[config.mk]
export PLATFORM = sky130hd
export DESIGN_NAME = mem_port_arbiter
export DESIGN_NICKNAME = d
export VERILOG_FILES = /design/src/rtl/mem_port_arbiter.sv
export SDC_FILE = /design/constraint.sdc
export NUM_CORES = 1
export LEC_CHECK = 0
export ABC_AREA = 1
export CAP_MARGIN = 20
export CORE_UTILIZATION = 25
export CTS_BUF_LIST = sky130_fd_sc_hd__clkbuf_4 sky130_fd_sc_hd__clkbuf_8
export DETAILED_ROUTE_END_ITERATION = 10
export PLACE_DENSITY = 0.94
export RECOVER_POWER = 50
export SLEW_MARGIN = 25
export SYNTH_ARGS = -nofsm -noshare
export SYNTH_HDL_FRONTEND = slang
export SYNTH_SLANG_ARGS = --single-unit
export TNS_END_PERCENT = 100
[constraint.sdc]
create_clock -name i_clk -period 1.9 [get_ports i_clk]
set_input_delay 0.19 -clock i_clk [delete_from_list [all_inputs] [get_ports i_clk]]
set_output_delay 0.19 -clock i_clk [all_outputs]
set_load 0.005 [all_outputs]
[src/rtl/mem_port_arbiter.sv]
// Two-port arbiter in front of a single-port 16-bit word RAM.
// Round-robin or fixed-priority grant, byte-lane writes, lock for atomic sequences.
//
// state    | meaning
// OWN_NONE | no lock held; normal arbitration between both ports
// OWN_P0   | port 0 holds the lock; port 1 requests are ignored
// OWN_P1   | port 1 holds the lock; port 0 requests are ignored
module mem_port_arbiter #(
  parameter int ADDR_W     = 5,
  parameter int DATA_W     = 16,
  parameter int FIXED_PRIO = 0
) (
  input  logic              i_clk,
  input  logic              i_rst_n,
  input  logic              i_req0,
  input  logic              i_req1,
  input  logic [ADDR_W-1:0] i_addr0,
  input  logic [ADDR_W-1:0] i_addr1,
  input  logic              i_we0,
  input  logic              i_we1,
  input  logic [1:0]        i_be0,
  input  logic [1:0]        i_be1,
  input  logic [DATA_W-1:0] i_wdata0,
  input  logic [DATA_W-1:0] i_wdata1,
  input  logic              i_lock0,
  input  logic              i_lock1,
  output logic              o_gnt0,
  output logic              o_gnt1,
  output logic              o_rvalid0,
  output logic              o_rvalid1,
  output logic [DATA_W-1:0] o_rdata,
  output logic              o_ram_en,
  output logic              o_ram_we,
  output logic [1:0]        o_ram_be,
  output logic [ADDR_W-1:0] o_ram_addr,
  output logic [DATA_W-1:0] o_ram_wdata,
  input  logic [DATA_W-1:0] i_ram_rdata
);

  typedef enum logic [1:0] {
    OWN_NONE = 2'd0,
    OWN_P0   = 2'd1,
    OWN_P1   = 2'd2
  } owner_t;

  owner_t r_owner;
  owner_t w_owner_nxt;
  logic   r_last;
  logic   r_resp_pending;
  logic   r_resp_port;
  logic   w_gnt0;
  logic   w_gnt1;
  logic   w_en;
  logic   w_we_sel;
  logic   w_read_gnt;

  always_ff @(posedge i_clk or negedge i_rst_n) begin
    if (!i_rst_n) begin
      r_owner        <= OWN_NONE;
      r_last         <= 1'b1;
      r_resp_pending <= 1'b0;
      r_resp_port    <= 1'b0;
    end else begin
      r_owner        <= w_owner_nxt;
      r_resp_pending <= w_read_gnt;
      if (w_en) begin
        r_last      <= w_gnt1;
        r_resp_port <= w_gnt1;
      end
    end
  end

  always_comb begin
    w_gnt0      = 1'b0;
    w_gnt1      = 1'b0;
    w_owner_nxt = r_owner;
    case (r_owner)
      OWN_P0: begin
        w_gnt0 = i_req0;
        if (i_req0 || !i_lock0) begin
          w_owner_nxt = (i_req0 && i_lock0) ? OWN_P0 : OWN_NONE;
        end
      end
      OWN_P1: begin
        w_gnt1 = i_req1;
        if (i_req1 || !i_lock1) begin
          w_owner_nxt = (i_req1 && i_lock1) ? OWN_P1 : OWN_NONE;
        end
      end
      default: begin
        if (i_req0 && i_req1) begin
          // r_last = 1 means port 1 was granted most recently
          if (FIXED_PRIO != 0 || r_last) w_gnt0 = 1'b1;
          else                           w_gnt1 = 1'b1;
        end else begin
          w_gnt0 = i_req0;
          w_gnt1 = i_req1;
        end
        if (w_gnt0 && i_lock0)      w_owner_nxt = OWN_P0;
        else if (w_gnt1 && i_lock1) w_owner_nxt = OWN_P1;
      end
    endcase
    // Reset blocks any access issue combinationally, not just at the next edge.
    if (!i_rst_n) begin
      w_gnt0 = 1'b0;
      w_gnt1 = 1'b0;
    end
  end

  assign w_en       = w_gnt0 | w_gnt1;
  assign w_we_sel   = w_gnt1 ? i_we1 : i_we0;
  assign w_read_gnt = w_en & ~w_we_sel;

  assign o_gnt0      = w_gnt0;
  assign o_gnt1      = w_gnt1;
  assign o_ram_en    = w_en;
  assign o_ram_we    = w_en & w_we_sel;
  assign o_ram_be    = o_ram_we ? (w_gnt1 ? i_be1 : i_be0) : 2'b00;
  assign o_ram_addr  = w_gnt1 ? i_addr1 : i_addr0;
  assign o_ram_wdata = w_gnt1 ? i_wdata1 : i_wdata0;

  assign o_rvalid0 = r_resp_pending & ~r_resp_port;
  assign o_rvalid1 = r_resp_pending & r_resp_port;
  assign o_rdata   = i_ram_rdata;

endmodule

==> flow_summary.json <==
{
  "syn_area_um2": 818,
  "drt_pass1_iterations": 4,
  "reg2reg_from": "r_owner[1]$_DFFE_PN0P_",
  "areaGrowthSynthToFinish_pct": 148,
  "nets": 319,
  "async_flop_share_pct": 100,
  "crit_path_start": "r_owner[1]$_DFFE_PN0P_",
  "leakagePower_nw": 1.03,
  "drv_slew": 0,
  "drtIter0Drc": 36,
  "io_buffers": 82,
  "synthDistinctLibCells": 16,
  "use_met2_pct": 34.2,
  "cp.arrival_ns": 1.91,
  "final-setup-viol-count": 27,
  "antenna_found_initial": 0,
  "routedWlPerCell_um": 13.1,
  "core_area_mm2": 0.00308,
  "htreeDepth": 1,
  "post-dp-hpwl_um": 2390,
  "grt_usage_pct": 20.0,
  "numCtsBuffers": 3,
  "cpPeakStageDelay_ns": 0.40,
  "ff2ff_setup_slack_ns": 0.07,
  "instances_no_fill": 290,
  "ant_nets": 0,
  "cts_tree": "yes",
  "powerDensity_mw_per_mm2": 1360,
  "synth_top_area_share_pct": 37.6,
  "layout-drive-gt1-share_pct": 42.3,
  "swShare_pct": 42.7,
  "synth_area_leader_cell": "nand2_1",
  "grt_pass1_vias": 1228,
  "dp_cells": 270,
  "grt_overflow": 0,
  "clk_path_buf_depth": 2,
  "grt_pass1_wl_um": 5290,
  "p_sw_mw": 1.18,
  "synth_ff_type": "dfrtp_1",
  "grt_util_met1_pct": 22.7,
  "rsz0062_at_grt": "true",
  "cpMostUsedCell": "buf_12",
  "r2r-end": "r_resp_pending$_DFF_PN0_",
  "syn_inst": 151,
  "place_congestion": 0.826,
  "crit_required_ns": 1.71,
  "timing_worst_setup_path_type": "reg2out",
  "ys_seq_elements": 5,
  "place_ws_ns": -0.275,
  "io_pins": 115,
  "rows": 20,
  "syn-num-nets": 223,
  "clock_latency_ns": 0.24,
  "fin_ws_ns": -0.198,
  "maxCapViolations": 0,
  "die_h_um": 59.2,
  "worst_pin_slew_ns": 0.202,
  "hold_viol_final": 0,
  "dieWidth_um": 59.2,
  "root_buffer": "clkbuf_4",
  "drc": 0,
  "min_path_type": "in2async",
  "start_kind": "register",
  "r2r_cells": 10,
  "pwr-share-seq_pct": 7.1,
  "relSlewSlack_pct": 86.4,
  "wl_um": 3810,
  "fin_crit_ns": 2.10,
  "grt_max_degree": 12,
  "viasPerCell": 4.42,
  "p_comb_share_pct": 88.0,
  "period_share_pct": 110,
  "synth_commonest_cells": "nand2_1, buf_4, inv_1, nand3_1, nor2_1",
  "vias": 1282,
  "pwr-share-clk_pct": 5.0,
  "yosys-top-cells-area": "nand2_1, buf_4, dfrtp_1, nand3_1, inv_1",
  "p_total_mw": 2.76,
  "die_area_mm2": 0.00351,
  "max_freq_mhz": 477,
  "avgSynthCellArea_um2": 5.42,
  "n_antenna_cell": 0,
  "fin_util_pct": 65.9,
  "status": "finished with violations",
  "crit_fanout": 5,
  "slowest_stage": "dfrtp_1",
  "yosysMostFrequentCell": "nand2_1",
  "gr-usage-met3_pct": 5.46,
  "clock-sinks": 5,
  "internal_power_mw": 1.58,
  "crit_chain": "ha_4 -> inv_4 -> a21oi_4 -> nand2_4 -> buf_12 -> buf_12 -> clkbuf_16 -> nand2_2 -> nand2_1 -> buf_2",
  "floorplan.initialDensity_pct": 26.6,
  "ir_drop_uv": 523,
  "busiest_layer": "met2",
  "fin_worst_skew_ns": 0.000269,
  "violations": "negative setup slack",
  "critPathCaptureType": "primary output",
  "yosysWarnings": 0,
  "clk_pin_slew_worst_paths_ns": 0.04,
  "ys_seq_area_share_pct": 15.4,
  "synth_edf_count": 0,
  "final.fill_count": 240
}
-- area by class of cell --
| cell class | instances | area (um^2) | share of cell area, % |
|---|---|---|---|
| clock buffers | 4 | 30.0 | 1.48 |
| inverters | 16 | 65.1 | 3.21 |
| multi-input cells | 110 | 666 | 32.8 |
| flip-flops and latches | 5 | 126 | 6.23 |
| well taps | 44 | 55.1 | 2.72 |
| repair buffers | 111 | 1080 | 53.5 |
-- per-stage QoR --
| step | TNS, ns | hold slack [ns] | cell area, um^2 |
|---|---|---|---|
| floorplan | 0 | -0.106 | 818 |
| global placement | -4.32 | 0.380 | 1660 |
| detailed placement | -6.19 | 0.380 | 1660 |
| CTS | -2.72 | 0.247 | 1840 |
| global route | -6.16 | 0.295 | 2030 |
| finish | -4.07 | 0.249 | 2030 |
-- worst max-delay path: cells and delay by family, from the launching register on --
kind / cells / cell delay (ns)
adders and majority gates: 1 / 0.30
and+or+nand+nor: 3 / 0.20
buffers and inverters: 5 / 0.60
AOI/OAI and AO/OA: 1 / 0.18
DFF: 1 / 0.40
-- timing repair --
action,4_1_cts,5_1_grt
cloned,3,1
endpoints found under the setup margin,27,27
buffers inserted,10,5
pin swaps,12,19
hold buffers,0,0
gates resized for setup,134,41
-- placed cells by master (no fill, tap or decap), types with 4 or more instances in the layout --
master	instances
nand2_1	58
clkbuf_4	4
buf_6	10
buf_4	15
clkdlybuf4s50_1	55
o21ai_0	4
dfrtp_1	4
nand2_2	15
inv_1	11
buf_12	4
nand2_4	12
nand3_1	8
buf_2	21
-- registers in the layout, summed over array words and instances, names as in the netlist --
register and count:
r_owner 2, r_resp_port 1, r_last 1, r_resp_pending 1
-- kinds of logic after synthesis --
group                      share of synthesized area [%]
AOI/OAI and AO/OA                                   5.35
adders and majority gates                           3.06
buffers and inverters                               26.0
and+or+nand+nor                                     50.2
DFF                                                 15.4
-- per-layer routing --
metal  wire, um  vias up
met5          0        -
met1       1410      582
li1           -      629
met4         95        0
met3        224       14
met2       2080       57
-- power by group through the flow --
stage	Clock, mW	Sequential [mW]	Combinational [mW]
2_1_floorplan	0	0.189	0.759
3_3_place_gp	0	0.190	1.62
3_5_place_dp	0	0.191	1.66
4_1_cts	0.144	0.198	2.05
5_1_grt	0.149	0.203	2.60
6_report	0.137	0.196	2.43
-- how the worst max path moves through the flow --
stage / to / slack [ns] / cells past startpoint
global route: o_ram_wdata[4] / -0.28 / 11
detailed placement: o_ram_be[1] / -0.27 / 9
finish: o_ram_wdata[4] / -0.20 / 10
floorplan: o_ram_wdata[10] / 0.29 / 9
CTS: o_ram_wdata[3] / -0.18 / 10
global placement: o_ram_be[0] / -0.21 / 9
Note: power is estimated with default switching activity, not from simulation.
